==> config.mk <==
export PLATFORM = sky130hd
export DESIGN_NAME = biriscv_v_writeback
export DESIGN_NICKNAME = d
export VERILOG_FILES = /design/src/rtl/biriscv_v_writeback.sv
export SDC_FILE = /design/constraint.sdc
export NUM_CORES = 1
export LEC_CHECK = 0
export ABC_AREA = 1
export CAP_MARGIN = 20
export CORE_MARGIN = 2
export CORE_UTILIZATION = 27
export DETAILED_ROUTE_END_ITERATION = 10
export PLACE_DENSITY_LB_ADDON = 0.25
export SLEW_MARGIN = 40
export SYNTH_ARGS = -nofsm -noshare
export SYNTH_HDL_FRONTEND = slang
export SYNTH_SLANG_ARGS = --single-unit
==> constraint.sdc <==
create_clock -name clk_i -period 3.3 [get_ports clk_i]
set_clock_uncertainty 0.15 [all_clocks]
set_input_delay 0.66 -clock clk_i [delete_from_list [all_inputs] [get_ports clk_i]]
set_output_delay 0.66 -clock clk_i [all_outputs]
set_load 0.01 [all_outputs]
==> src/rtl/biriscv_v_writeback.sv <==
// biriscv_v_writeback
//   Vector writeback stage. It accepts one vector ALU result at a time and
//   commits it to the vector register file. Unmasked results are written
//   directly. Masked results first read the old destination register, then
//   merge per element (mask-undisturbed), then write.
//
// Ports
//   clk_i, rst_i        clock, asynchronous active-low reset
//   res_*               result handshake: valid/ready, data, mask, vm, vd
//   vrf_rd_*            old-vd read request; data is returned the cycle after
//   vrf_wr_*            register file write strobe, index and data
//   wb_done_o, wb_vd_o  one-cycle commit pulse with the committed index
//   wb_count_o          running count of committed writes (wraps)
module biriscv_v_writeback #(
  parameter int VLEN = 128,
  parameter int ELEN = 32
) (
  input  logic            clk_i,
  input  logic            rst_i,
  input  logic            res_valid_i,
  output logic            res_ready_o,
  input  logic [VLEN-1:0] res_data_i,
  input  logic [VLEN-1:0] res_mask_i,
  input  logic            res_vm_i,
  input  logic [4:0]      res_vd_i,
  output logic            vrf_rd_en_o,
  output logic [4:0]      vrf_rd_addr_o,
  input  logic [VLEN-1:0] vrf_rd_data_i,
  output logic            vrf_wr_en_o,
  output logic [4:0]      vrf_wr_addr_o,
  output logic [VLEN-1:0] vrf_wr_data_o,
  output logic            wb_done_o,
  output logic [4:0]      wb_vd_o,
  output logic [31:0]     wb_count_o
);

  localparam int NUM_ELEM = VLEN / ELEN;

  typedef enum logic [1:0] {IDLE, READ, MERGE, WRITE} state_t;

  state_t              state;
  logic [VLEN-1:0]     cap_data;
  logic [NUM_ELEM-1:0] cap_en;
  logic                cap_vm;
  logic [4:0]          cap_vd;

  logic [NUM_ELEM-1:0] mask_en;
  logic [VLEN-1:0]     merged;
  logic                unused_mask;

  // Only the lowest bit of each element's mask slice is meaningful; the
  // rest are folded into an unused net.
  always_comb begin
    mask_en = '0;
    for (int i = 0; i < NUM_ELEM; i++) begin
      mask_en[i] = res_mask_i[i*ELEN];
    end
  end

  assign unused_mask = ^res_mask_i;

  // Mask-undisturbed merge: enabled elements come from the result, the rest
  // keep the old register contents.
  always_comb begin
    merged = vrf_rd_data_i;
    for (int i = 0; i < NUM_ELEM; i++) begin
      if (cap_en[i]) begin
        merged[i*ELEN +: ELEN] = cap_data[i*ELEN +: ELEN];
      end
    end
    if (cap_vm) begin
      merged = cap_data;
    end
  end

  // Ready is gated by reset so it reads low while reset is held and high
  // in the very first cycle after release.
  assign res_ready_o = (state == IDLE) && rst_i;

  // Single FSM with registered strobes. The strobes are set on the edge
  // that enters READ/WRITE so they are high exactly while in that state.
  always_ff @(posedge clk_i or negedge rst_i) begin
    if (!rst_i) begin
      state         <= IDLE;
      cap_data      <= '0;
      cap_en        <= '0;
      cap_vm        <= 1'b0;
      cap_vd        <= '0;
      vrf_rd_en_o   <= 1'b0;
      vrf_rd_addr_o <= '0;
      vrf_wr_en_o   <= 1'b0;
      vrf_wr_addr_o <= '0;
      vrf_wr_data_o <= '0;
      wb_done_o     <= 1'b0;
      wb_vd_o       <= '0;
      wb_count_o    <= '0;
    end else begin
      vrf_rd_en_o <= 1'b0;
      vrf_wr_en_o <= 1'b0;
      wb_done_o   <= 1'b0;
      case (state)
        IDLE: begin
          if (res_valid_i) begin
            cap_data <= res_data_i;
            cap_en   <= mask_en;
            cap_vm   <= res_vm_i;
            cap_vd   <= res_vd_i;
            if (res_vm_i) begin
              // Unmasked results skip the old-vd read entirely.
              state         <= WRITE;
              vrf_wr_en_o   <= 1'b1;
              wb_done_o     <= 1'b1;
              vrf_wr_addr_o <= res_vd_i;
              wb_vd_o       <= res_vd_i;
              vrf_wr_data_o <= res_data_i;
            end else begin
              state         <= READ;
              vrf_rd_en_o   <= 1'b1;
              vrf_rd_addr_o <= res_vd_i;
            end
          end
        end
        READ: begin
          state <= MERGE;
        end
        MERGE: begin
          // Old vd data is on vrf_rd_data_i during this cycle.
          state         <= WRITE;
          vrf_wr_en_o   <= 1'b1;
          wb_done_o     <= 1'b1;
          vrf_wr_addr_o <= cap_vd;
          wb_vd_o       <= cap_vd;
          vrf_wr_data_o <= merged;
        end
        WRITE: begin
          state      <= IDLE;
          wb_count_o <= wb_count_o + 32'd1;
        end
        default: begin
          state <= IDLE;
        end
      endcase
    end
  end

endmodule

Word-level counts from Yosys, hierarchy flattened:

Index checks and enable logic that the tools add are counted.

* bits in registers: 312
* bits of input ports: 393
* output and inout bits: 179

* $add $sub $neg: 1
* equality and inequality tests: 5
* multiplexer cells: 20
* bitwise gates (word level): 1
* reduce and logical (&&, ||, !) cells: 6

Operators with widths (count)
* two-way mux 128 bit: 3
* one-hot mux 128 bit (2 select lines): 1
* two-way mux 32 bit: 4
* adder 32 x 1 -> 32 bit (second input constant): 1
* two-way mux 5 bit: 2
* one-hot mux 5 bit (2 select lines): 1
* one-hot mux 2 bit (4 select lines): 1
* AND reduction 3 bit: 2
* two-way mux 1 bit: 5
* == test 2 bit (second input constant): 2
* two-way mux 2 bit: 2
* inequality test 2 bit (second input constant): 2
* == test 2 x 1 -> 1 bit (second input constant): 1
* zero test 2 bit: 1
* one-hot mux 1 bit (2 select lines): 1
* AND reduction 2 bit: 1
* nonzero test 2 bit: 1
* logical AND 1 bit: 1
* NOT 1 bit: 1

Logic depth before layout (Yosys ltp):

Gate-level depths: netlist of run 1.

* depth after elaboration: 3
* gate-level depth with buffers: 10
* mapped depth without buffers: 9

Worst setup path before layout of run 1:

No wires, ideal clock.

* path kind: input -> register
* start point: input port res_valid_i
* end point: register vrf_wr_data_o[0]
* setup time: 130 ps
* data arrival time: 1456 ps
* required time: 3020 ps
* setup slack: 1565 ps
* stages: 7
* buffers on the path: 2
* cells stage by stage: nand2_2 inv_2 nand2_2 nand2_2 buf_4 buf_2 a31oi_1

* longest elaborated chain between the ends: 2

Ends and longest elaborated chain
* start, declared: line 20 `input logic res_valid_i,`
* inequality test 2 bit (no source line)
* AND reduction 3 bit (no source line)
* end signal, assigned: line 115 `vrf_wr_data_o <= res_data_i;`
* end signal, assigned: line 133 `vrf_wr_data_o <= merged;`
* end, declared: line 31 `output logic [VLEN-1:0] vrf_wr_data_o,`

Every way passes these cells.
A chain may end at the register's enable or synchronous reset.

Worst setup path after layout of run 1:

* start point: input port rst_i
* end point: output port res_ready_o

* longest elaborated chain between the ends: 1

Ends and longest elaborated chain
* start, declared: line 19 `input logic rst_i,`
* logical AND 1 bit: line 78 `assign res_ready_o = (state == IDLE) && rst_i;`
* end, declared: line 21 `output logic res_ready_o,`

Every way passes these cells.

==> results.json, run 1 <==
{
  "core_area_um2": 53500,
  "p_total_mw": 19.9,
  "placement_rows": 85,
  "met2_usage_pct": 28.1,
  "dieArea_um2": 55700,
  "finalHoldViolations": 0,
  "cellPowerDensity_nw_per_um2": 949,
  "die_x_um": 236,
  "synth_xor_area_share_pct": 1.14,
  "fmax_mhz": 341,
  "syn_inst": 1834,
  "synth_cell_types": 29,
  "cp-end-kind": "output pin",
  "crit_path_start": "rst_i",
  "rr_worst_depth": 7,
  "reg2reg_slack_ps": 670,
  "worstSetupPathType": "in2out",
  "power_leakage_nw": 9.42,
  "vias": 13693,
  "overflow": 0,
  "cts_sinks": 312,
  "synth.yosys.seq_area_share_pct": 53.7,
  "num-nets-final": 2624,
  "die_y_um": 236,
  "crit-reg2reg-launch": "state[0]$_DFFE_PN0P_",
  "clkPwrFrac_pct": 22.3,
  "first_iter_violations": 764,
  "crit_chain": "dlygate4sd3_1 > buf_8 > nand2_1 > inv_1 > clkdlybuf4s50_1",
  "tns_ps": 0,
  "worst_slew_pin_slew_ps": 792,
  "fillers": 5457,
  "cpPeakStageDelay_ps": 570,
  "ys.flop_type": "dfrtp_1",
  "clk_pin_slew_ps": 50,
  "cp_max_fo": 16,
  "use_met3_pct": 4.95,
  "rr_endpoint": "vrf_wr_data_o[65]$_DFFE_PN0P_",
  "htree_levels": 2,
  "setup_viol": 0,
  "synth_seq_cells": 312,
  "cts_buffers": 39,
  "detail-route-antenna-nets": 0,
  "drt_pass1_iterations": 6,
  "grtUsageMet1_pct": 22.1,
  "post-dp-hpwl_um": 32400,
  "pin_count": 572,
  "final_area_um2": 21000,
  "combPwrFrac_pct": 44.9,
  "place_congestion": 0.817,
  "synthSimpleGateAreaFrac_pct": 25.6,
  "synth_enable_flop_cells": 0,
  "cpMaxStageDelayCell": "clkdlybuf4s50_1",
  "avgSynthCellArea_um2": 7.93,
  "period_needed_ps": 2930,
  "syn2layout_area_growth_pct": 44.1,
  "maxCapViolCount": 0,
  "final_common_cell": "nand2_1",
  "outcome": "finished, final reports clean",
  "switching_share_pct": 39.5,
  "drc": 0,
  "wl_um": 49100,
  "synth-compound-area-share_pct": 12.7,
  "grt_pass1_wl_um": 76500,
  "grt_use_total_pct": 17.3,
  "antenna_found_initial": 5,
  "viasPerCell": 4.64,
  "fin_crit_sh_pct": 88.9,
  "slew_violations": 0,
  "initial_core_util_pct": 27.2,
  "whs_ps": 325,
  "dp.cells": 2880,
  "wl_per_cell_um": 16.6,
  "cts_tree": "built",
  "syn_area_um2": 14500,
  "numPortBuffers": 447,
  "async_flop_share_pct": 100,
  "cp-endpoint": "res_ready_o",
  "relSlewSlack_pct": 47.2,
  "grt_max_degree": 161,
  "insertion_delay_ps": 550,
  "synthAdderAreaFrac_pct": 0.344,
  "ir_drop_uv": 480,
  "place_area_um2": 19600,
  "yosysWarnings": 0,
  "final_cells": 2953,
  "start_kind": "input pin",
  "internal_power_mw": 12.0,
  "grt_pass1_vias": 13555,
  "rsz0062_at_grt": "false",
  "arrival_ps": 2120,
  "synth_nets": 2231,
  "p_seq_share_pct": 32.8,
  "p_switching_mw": 7.85,
  "top_usage_layer": "met2",
  "cp.required_ps": 2490,
  "cts_root_buf": "clkbuf_16",
  "synth_top_family_by_area": "simple AND/OR/NAND/NOR gates",
  "hold_class": "reg2reg",
  "drive_above_1_share_pct": 4.48,
  "clock_path_buffers": 3,
  "synth.mux.area_fraction_pct": 0,
  "final_cell_mix": "557 x nand2_1, 446 x clkdlybuf4s50_1, 357 x nor2_1"
}
==> critical path, delay by kind of cell <==
family | cells | cell delay (ps)
buffers and inverters | 4 | 1380
AND/OR/NAND/NOR | 1 | 70
==> area by class of cell <==
class | count | area (um^2) | share of cell area, %
sequential | 312 | 7810 | 37.2
multi-input combinational | 1320 | 5810 | 27.7
timing repair buffer | 469 | 4820 | 23.0
clock buffer | 56 | 1150 | 5.49
tap | 696 | 871 | 4.15
inverter | 85 | 332 | 1.58
clock inverter | 12 | 164 | 0.782
antenna | 3 | 7.51 | 0.0358
==> worst min-delay path by stage <==
| stage | startpoint | to | slack [ps] | cells after the start |
|---|---|---|---|---|
| 5_1_grt | cap_data[85]$_DFFE_PN0P_ | cap_data[85]$_DFFE_PN0P_ | 340 | 2 |
| 3_3_place_gp | cap_data[81]$_DFFE_PN0P_ | cap_data[81]$_DFFE_PN0P_ | 310 | 2 |
| 2_1_floorplan | rst_i | cap_data[0]$_DFFE_PN0P_ | 210 | 0 |
| 6_report | cap_data[42]$_DFFE_PN0P_ | cap_data[42]$_DFFE_PN0P_ | 330 | 2 |
| 3_5_place_dp | cap_data[60]$_DFFE_PN0P_ | cap_data[60]$_DFFE_PN0P_ | 320 | 2 |
| 4_1_cts | cap_data[16]$_DFFE_PN0P_ | cap_data[16]$_DFFE_PN0P_ | 330 | 2 |
==> metrics by stage <==
stage                     setup slack (ps)  util [%]
final                                  365      39.2
after global routing                   286      39.2
after CTS                              363      39.1
after detailed placement               552      36.6
after global placement                 620      36.5
after floorplan                       1560         -
==> logic make-up after synthesis <==
kind of cell               count (synthesis)
and+or+nand+nor                          962
AOI/OAI and AO/OA                        335
DFF                                      312
buffers and inverters                    202
xor gates and xnor gates                  19
adders and majority gates                  4
==> per-layer routing <==
layer | vias to the layer above | share of wire [%] | wire [um]
li1 | 6698 | - | -
met1 | 6539 | 44 | 21500
met2 | 382 | 47 | 23000
met3 | 70 | 6.7 | 3300
met4 | 4 | 2.5 | 1230
met5 | - | 0.047 | 23
==> power by group through the flow <==
stage                     sequential [mW]  combinational (mW)  clock, mW
after floorplan                      6.79                4.99          0
after global placement               6.54                8.88          0
after detailed placement             6.58                9.03          0
after CTS                            6.54                9.07       4.58
after global routing                 6.74                10.0       4.74
final                                6.53                8.93       4.43
==> state kept, by name, indices dropped and copies added (netlist names), 2 cells and up <==
register and count:
vrf_wr_data_o 128, cap_en 4, cap_vd 5, vrf_rd_addr_o 5, wb_vd_o 5, cap_data 128
state 2, wb_count_o 32
==> Yosys cell counts, types with 6 or more instances <==
cell type,count,area share (%)
clkbuf_1,47,1.2
nor2_1,358,9.2
buf_4,10,0.52
nand3_1,19,0.65
a31oi_1,132,5.7
buf_6,13,1.0
o21ai_0,159,5.5
a21oi_1,30,1.0
o21ai_1,12,0.41
nand2_1,557,14
nand4_1,13,0.56
buf_2,43,1.5
xor2_1,13,0.78
xnor2_1,6,0.36
inv_1,79,2.0
dfrtp_1,312,54
==> repair_timing <==
action	4_1_cts	5_1_grt
gates resized for setup	0	0
buffers inserted	0	0
endpoints found under the setup margin	0	0
hold buffers	1	0
endpoints found under the hold margin	17	0
No activity file was read; power rests on OpenSTA's default activity.
==> run 2: changes to the inputs <==
CTS_BUF_LIST = sky130_fd_sc_hd__clkbuf_4 sky130_fd_sc_hd__clkbuf_8   (was default)
==> run 2 against run 1 <==
Net effect: worst setup slack got worse by 6.7 ps; die area stayed put; core utilization shrank 0.051 points; register-to-register slack better by 50 ps; critical endpoint unchanged; largest cell class unchanged.
==> results.json, run 2 (same netlist as run 1, synthesis figures left out) <==
{
  "outcome": "finished, final reports clean",
  "final_cell_mix": "557 x nand2_1, 446 x clkdlybuf4s50_1, 357 x nor2_1",
  "die_x_um": 236,
  "place_congestion": 0.817,
  "reg_top3": "cap_data (128), vrf_wr_data_o (128), wb_count_o (32)",
  "post_cts_buffers": 0,
  "syn2layout_area_growth_pct": 43.9,
  "cp-end-kind": "output pin",
  "post-dp-hpwl_um": 32400,
  "hold_class": "in2async",
  "overflow": 0,
  "fin_crit_sh_pct": 89.1,
  "tns_ps": 0,
  "maxCapViolCount": 0,
  "fillers": 5461,
  "worst_slew_pin_slew_ps": 866,
  "grt_use_total_pct": 17.4,
  "worstSetupPathType": "in2out",
  "cpMaxStageDelayCell": "clkdlybuf4s50_1",
  "ctsHoldBuffers": 1,
  "clk_pin_slew_ps": 60,
  "wl_um": 49200,
  "final_common_cell": "nand2_1",
  "first_iter_violations": 708,
  "period_needed_ps": 2940,
  "crit_chain": "dlygate4sd3_1 > buf_8 > nand2_1 > inv_1 > clkdlybuf4s50_1",
  "insertion_delay_ps": 660,
  "cellPowerDensity_nw_per_um2": 938,
  "cts_resized": 0,
  "drive_above_1_share_pct": 6.45,
  "cts_root_buf": "clkbuf_8",
  "finalHoldViolations": 0,
  "cp_max_fo": 16,
  "die_y_um": 236,
  "placement_rows": 85,
  "fmax_mhz": 340,
  "core_area_um2": 53500,
  "wl_per_cell_um": 16.4,
  "vias": 13844,
  "power_leakage_nw": 9.46,
  "drc": 0,
  "arrival_ps": 2130,
  "cp.required_ps": 2490,
  "grt_max_degree": 161,
  "grt_pass1_vias": 13741,
  "place_area_um2": 19600,
  "htree_levels": 2,
  "utilization_pct": 39.1,
  "antenna_found_initial": 5,
  "clock_path_buffers": 3,
  "cts_tree": "built",
  "numPortBuffers": 447,
  "viasPerCell": 4.63,
  "setup_viol": 0,
  "detail-route-antenna-nets": 0,
  "final_area_um2": 20900,
  "pin_count": 572,
  "ir_drop_uv": 464,
  "dieArea_um2": 55700,
  "relSlewSlack_pct": 42.3,
  "cts_sinks": 312,
  "initial_core_util_pct": 27.2,
  "drt_pass1_iterations": 4,
  "start_kind": "input pin",
  "grt_pass1_wl_um": 77200,
  "cpPeakStageDelay_ps": 580,
  "cts_buffers": 59,
  "num-nets-final": 2643,
  "rsz0062_at_grt": "false",
  "slew_violations": 0
}
-- run 2: cell types whose count changed in the layout (fill, tap and decap cells not counted), sizes merged --
cell,previous run,this run
inv,86,87
clkbuf,56,96
clkinvlp,1,2
buf,22,21
clkinv,7,8
bufinv,3,1
diode,3,2
-- run 2: layout make-up --
cell class	instances	area (um^2)	area share [%]
well taps	696	871	4.16
multi-input cells	1320	5810	27.8
clock inverters	13	109	0.520
repair buffers	468	4790	22.9
flip-flops and latches	312	7810	37.3
inverters	85	332	1.58
clock buffers	96	1210	5.77
diodes	2	5.00	0.0239
-- run 2: final timing paths --
path	cells past startpoint	to	from	slack (ps)
setup / recovery	5	res_ready_o	rst_i	360
hold / removal	2	cap_data[103]$_DFFE_PN0P_	rst_i	270
max in group asynchronous	3	cap_data[0]$_DFFE_PN0P_	rst_i	1700
min in group clk_i	2	cap_data[11]$_DFFE_PN0P_	cap_data[11]$_DFFE_PN0P_	330
hold reg to reg	2	cap_data[11]$_DFFE_PN0P_	cap_data[11]$_DFFE_PN0P_	330
setup reg to reg	7	vrf_wr_data_o[118]$_DFFE_PN0P_	state[0]$_DFFE_PN0P_	720
-- run 2: critical path, delay by kind of cell --
family	cells	cell delay, ps
buffers and inverters	4	1390
and+or+nand+nor	1	70
-- run 2: through the flow --
step / setup slack (ps) / hold WS (ps) / cells / total power, mW
finish: 359 / 271 / 2992 / 19.6
global route: 176 / 218 / 2992 / 21.3
CTS: 269 / 197 / 2990 / 20.0
detailed placement: 552 / 315 / 2880 / 15.6
global placement: 620 / 313 / 2878 / 15.4
floorplan: 1560 / 214 / 1834 / 11.8
-- run 2: routing by layer --
| layer | track usage (%) | routed length [um] |
|---|---|---|
| met2 | 27.7 | 22700 |
| met1 | 22.1 | 21300 |
| met5 | 0 | 38 |
| met4 | 6.04 | 1540 |
| met3 | 5.50 | 3620 |
-- run 2: where the power goes --
group / switching [mW] / total (mW) / internal (mW)
clock network: 1.80 / 4.20 / 2.40
logic: 5.12 / 8.92 / 3.80
registers: 0.953 / 6.52 / 5.57
==> run 3: changes to the inputs <==
clock period = 3.35 ns   (was 3.3 ns; I/O delays follow)
==> run 3 against run 2 <==
Net effect: final cell count is 0.20% lower; routed wire length is 0.35% lower; global-route usage barely moved; worst setup slack improved by 60 ps; sequential power is 1% lower; power shrank 2.2%; core utilization is 0.056 points lower; hold slack gained 40 ps; combinational power is 0.9% lower; critical path type is now reg2out.
==> results.json, run 3 (same netlist as run 1, synthesis figures left out) <==
{
  "outcome": "finished, final reports clean",
  "antenna_found_initial": 2,
  "pin_count": 572,
  "dieArea_um2": 55700,
  "switching_share_pct": 40.0,
  "grt_pass1_wl_um": 76800,
  "initial_core_util_pct": 27.2,
  "cpPeakStageDelay_ps": 560,
  "hold_class": "in2async",
  "detail-route-antenna-nets": 0,
  "post-dp-hpwl_um": 32900,
  "cts_resized": 0,
  "die_y_um": 236,
  "crit_top_cell": "inv_1",
  "p_seq_share_pct": 33.5,
  "start_kind": "flip-flop",
  "rsz0062_at_grt": "false",
  "ir_drop_uv": 400,
  "arrival_ps": 2110,
  "reg_top3": "cap_data (128), vrf_wr_data_o (128), wb_count_o (32)",
  "worstSetupPathType": "reg2out",
  "grt_max_degree": 161,
  "slew_violations": 0,
  "maxCapViolCount": 0,
  "first_iter_violations": 707,
  "clkPwrFrac_pct": 20.5,
  "post_cts_buffers": 0,
  "finalHoldViolations": 0,
  "drive_above_1_share_pct": 6.25,
  "syn2layout_area_growth_pct": 43.7,
  "worst_slew_pin_slew_ps": 828,
  "tns_ps": 0,
  "final_cell_mix": "557 x nand2_1, 446 x clkdlybuf4s50_1, 357 x nor2_1",
  "relSlewSlack_pct": 44.8,
  "overflow": 0,
  "fmax_mhz": 341,
  "place_congestion": 0.826,
  "internal_power_mw": 11.5,
  "cpMaxStageDelayCell": "clkdlybuf4s50_1",
  "cts_sinks": 312,
  "clock_path_buffers": 3,
  "drt_pass1_iterations": 5,
  "cts_root_buf": "clkbuf_8",
  "die_x_um": 236,
  "clk_pin_slew_ps": 60,
  "numPortBuffers": 447,
  "cp_max_fo": 3,
  "p_total_mw": 19.2,
  "core_area_um2": 53500,
  "viasPerCell": 4.62,
  "insertion_delay_ps": 640,
  "fin_crit_sh_pct": 87.5,
  "cts_tree": "built",
  "grt_pass1_vias": 13685,
  "drc": 0,
  "wl_per_cell_um": 16.4,
  "ctsHoldBuffers": 1,
  "cellPowerDensity_nw_per_um2": 919,
  "p_switching_mw": 7.68,
  "wl_um": 49000,
  "setup_viol": 0,
  "vias": 13790,
  "crit_chain": "inv_1 > ha_1 > nand2_1 > inv_1 > clkdlybuf4s50_1",
  "grt_use_total_pct": 17.3,
  "htree_levels": 2,
  "combPwrFrac_pct": 46.0,
  "power_leakage_nw": 9.45,
  "cp-end-kind": "output pin",
  "placement_rows": 85,
  "period_needed_ps": 2930,
  "cp.required_ps": 2530,
  "cts_buffers": 57,
  "final_common_cell": "nand2_1",
  "num-nets-final": 2642
}
-- run 3: cell types whose count changed in the layout (fill, tap and decap cells not counted), sizes merged --
cell / change
buf: +1
clkbuf: -3
clkinv: +1
clkinvlp: -2
diode: -1
inv: -2
-- run 3: critical path, delay by kind of cell (launching register included) --
kind,cells,cell delay [ps]
adder cells (fa/ha/maj),1,300
AND/OR/NAND/NOR,1,80
flip-flops,1,380
buffers and inverters,3,710
-- run 3: per-layer routing --
| metal | global-route usage, % | routed length [um] |
|---|---|---|
| met1 | 21.8 | 21200 |
| met4 | 5.23 | 1340 |
| met3 | 5.32 | 3490 |
| met5 | 0 | 22 |
| met2 | 28.5 | 23000 |
-- run 3: cell type report --
cell class | instances | area [um^2]
diodes | 1 | 2.50
clock buffers | 93 | 1160
clock inverters | 10 | 78.8
fillers | 5463 | 32600
inverters | 85 | 329
multi-input cells | 1320 | 5810
flip-flops and latches | 312 | 7810
well taps | 696 | 871
repair buffers | 469 | 4840
-- run 3: power groups by stage --
| stage | Sequential (mW) | Combinational [mW] | Clock (mW) |
|---|---|---|---|
| finish | 6.44 | 8.84 | 3.93 |
| CTS | 6.46 | 9.00 | 4.10 |
| global route | 6.66 | 9.86 | 4.27 |
| floorplan | 6.69 | 4.91 | 0 |
| detailed placement | 6.49 | 8.97 | 0 |
| global placement | 6.44 | 8.77 | 0 |
-- run 3: worst paths after layout --
kind                                               start                            end  slack, ps  depth (start not counted)
worst max-delay path                state[0]$_DFFE_PN0P_                    res_ready_o        420                          5
worst min-delay path                               rst_i      cap_data[107]$_DFFE_PN0P_        310                          2
worst max register to register      state[0]$_DFFE_PN0P_  vrf_wr_data_o[67]$_DFFE_PN0P_        700                          7
worst min register to register  cap_data[45]$_DFFE_PN0P_       cap_data[45]$_DFFE_PN0P_        330                          2
max in group asynchronous                          rst_i  vrf_wr_data_o[52]$_DFFE_PN0P_       1580                          5
min in group clk_i              cap_data[45]$_DFFE_PN0P_       cap_data[45]$_DFFE_PN0P_        330                          2
-- run 3: through the flow --
stage | area [um^2] | worst slack, ps | cells | utilization (%) | hold slack, ps
after floorplan | 14500 | 1600 | 1834 | - | 224
after global placement | 19600 | 651 | 2878 | 36.6 | 312
after detailed placement | 19600 | 566 | 2880 | 36.7 | 315
after CTS | 20900 | 317 | 2984 | 39.0 | 232
after global routing | 20900 | 237 | 2985 | 39.1 | 257
final | 20900 | 419 | 2986 | 39.1 | 311
==> RTL change, RTL diff (flow settings as in run 2) <==
Set the parameter `VLEN` to 192 (it was 128).
--- a/src/rtl/biriscv_v_writeback.sv
+++ b/src/rtl/biriscv_v_writeback.sv
@@ -14,3 +14,3 @@
 module biriscv_v_writeback #(
-  parameter int VLEN = 128,
+  parameter int VLEN = 192,
   parameter int ELEN = 32
Interface: changed (resized res_data_i, res_mask_i, vrf_rd_data_i and vrf_wr_data_o); port bits go from 572 to 828. No check against the original RTL was run, so the function may have changed too.
==> RTL change against run 2 <==
Die area rose by 41%. Wire length rose by 62%. Sequential cell count rose by 130. Final cell count up 42%. Setup slack got worse by 0.26 ns. Power grew 47%. Largest power group unchanged. Area after synthesis increased by 41%. Highest routed layer unchanged. Clock power rose by 39%. Via count increased by 42%. Sequential share of layout area shrank 0.17 points. Count of clock-buffer cells in the layout rose by 37. Design area rose by 42%.
==> RTL change: results (changes against run 2) <==
| Metric | Value |
|---|---|
| Static Leakage | 0.0134 uW (was 0.00946 uW) |
| DP HPWL | 56000 um (was 32400 um) |
| Worst setup path startpoint | rst_i (unchanged) |
| Critical path endpoint | res_ready_o (unchanged) |
| Final WL | 79700 um (was 49200 um) |
| First-pass GRT wire length | 120000 um (was 77200 um) |
| R2R Path Start | state[0] (unchanged) |
| Share of cells above drive strength 1 | 7.01% (was 6.45%) |
| Hold Crit Start | cap_data[76] |
| H-tree depth | 3 (was 2) |
| Tmin final | 3.21 ns (was 2.94 ns) |
| Worst Hold Depth | 2 |
| Hold Crit Class | flop to flop (was primary input to asynchronous set/reset pin) |
| Hold Slack | 0.327 ns (was 0.271 ns) |
| Register-to-Register Path Depth | 7 (unchanged) |
| Crit path max-delay family | buffers and inverters (unchanged) |
| FF-to-FF End | vrf_wr_data_o[133] (was vrf_wr_data_o[118]) |
| Setup Buffers After CTS | 0 (unchanged) |
| Initial detailed-routing violation count | 1122 (was 708) |
| Synth Instances | 2588 (was 1834) |
| Sequential-to-total area share from yosys stat | 53.8% (was 53.7%) |
| Cts repair resizes | 0 (unchanged) |
| DR DRC count | 0 (unchanged) |
| Status | completed (unchanged) |
| Largest net degree at the start of global routing | 145 (was 161) |
| RD Place Congestion | 0.837 (was 0.817) |
| Netlist cell types | 31 (was 29) |
| Worst reg2reg setup slack | 0.72 ns (about the same) |
| Vias in the first global route | 19000 (was 13700) |
| Max stage delay on crit path | 0.64 ns (was 0.58 ns) |
| Dominant register cell in the synthesized netlist | dfrtp_1 (unchanged) |
| Hold Path End | cap_data[76] |
| Placed cell areas | 27900 um2 (was 19600 um2) |
| Nets | 3783 (was 2643) |
| Yosys warns | 0 (unchanged) |
| Clock root cell | clkbuf_8 (unchanged) |
| Synth top area cells | dfrtp_1, nand2_1, nor2_1 (unchanged) |
| Critical Path Fanout Max | 14 (was 16) |
| Commonest cells in the netlist | nand2_1, nor2_1, dfrtp_1 (unchanged) |
| CP arrival | 2.40 ns (was 2.13 ns) |
| Sw frac | 41.0% (was 40.1%) |
| 1st-pass router iterations | 6 (was 4) |
| Mapped Nets | 3177 (was 2231) |
| CTS Buf Count | 85 (was 59) |
| Number of port buffers | 641 (was 447) |
| Asr flop ratio synth | 100% (unchanged) |
| VDD IR-drop max | 500 uV (was 464 uV) |
| Largest registers | cap_data x192, vrf_wr_data_o x192, wb_count_o x32 (was cap_data x128, vrf_wr_data_o x128, wb_count_o x32) |
| Placed cells | 4082 (was 2880) |
| Clock Latency Late Sink | 0.68 ns (was 0.66 ns) |
| Clk slew on worst S/H paths | about 0.05 ns |
| Post-place setup slack | 0.523 ns (was 0.552 ns) |
| GRT Util Overall | 19.9% (was 17.4%) |
| CP max stage cell | dlygate4sd3_1 (was clkdlybuf4s50_1) |
| DR vias | 19600 (was 13800) |
| Final std cells w/o fill | 4236 (was 2992) |
| Worst-margin pin slew | 0.752 ns (was 0.866 ns) |
| Initial antenna violation count | 18 (was 5) |
RTL change: cell count changes after synthesis, sizes merged, moves of 33 or more:
cell	run 2	this run
dfrtp	312	442
nand2	560	821
buf	70	103
nor2	364	529
o21ai	171	246
a31oi	132	186
RTL change: timing repair:
action	in CTS	in global routing
endpoints found under the hold margin	10	0
endpoints found under the setup margin	0	0
hold buffers	1	0
RTL change: cells by family after synthesis:
group / synth area share (%)
AO/OA/AOI/OAI: 12.9
XOR/XNOR: 0.937
adder cells (fa/ha/maj): 0.243
buffers and inverters: 6.13
flip-flops: 53.8
AND/OR/NAND/NOR: 26.1
RTL change: routing by layer:
| metal | part of all wire, % | routed length, um | global-route usage, % |
|---|---|---|---|
| met1 | 43 | 34100 | 25.6 |
| met2 | 45 | 36100 | 31.1 |
| met3 | 9.7 | 7750 | 7.74 |
| met4 | 2.0 | 1610 | 5.32 |
| met5 | 0.20 | 161 | 0 |
RTL change: final cells by class:
type | count | area (um2)
antenna | 7 | 17.5
clock buffer | 133 | 1690
clock inverter | 11 | 108
fill | 7778 | 45900
inverter | 80 | 325
multi-input combinational | 1892 | 8280
sequential | 442 | 11100
tap | 978 | 1220
timing repair buffer | 693 | 7090
RTL change: tightest hold or removal path: stages, from the launching register on:
cell	delay, ns
dfrtp_1	0.34
nand2_1	0.05
nand2_1	0.05
RTL change: per-stage QoR:
stage | power (uW) | util [%]
floorplan | 17200 | -
global placement | 23200 | 36.8
detailed placement | 23300 | 36.9
CTS | 29300 | 39.3
global route | 31300 | 39.4
finish | 29000 | 39.4
RTL change: power groups by stage:
stage	Combinational, uW	Clock, uW	Sequential (uW)
2_1_floorplan	7480	0	9770
3_3_place_gp	13800	0	9410
3_5_place_dp	13900	0	9460
4_1_cts	13900	6030	9420
5_1_grt	15400	6240	9710
6_report	13700	5820	9400
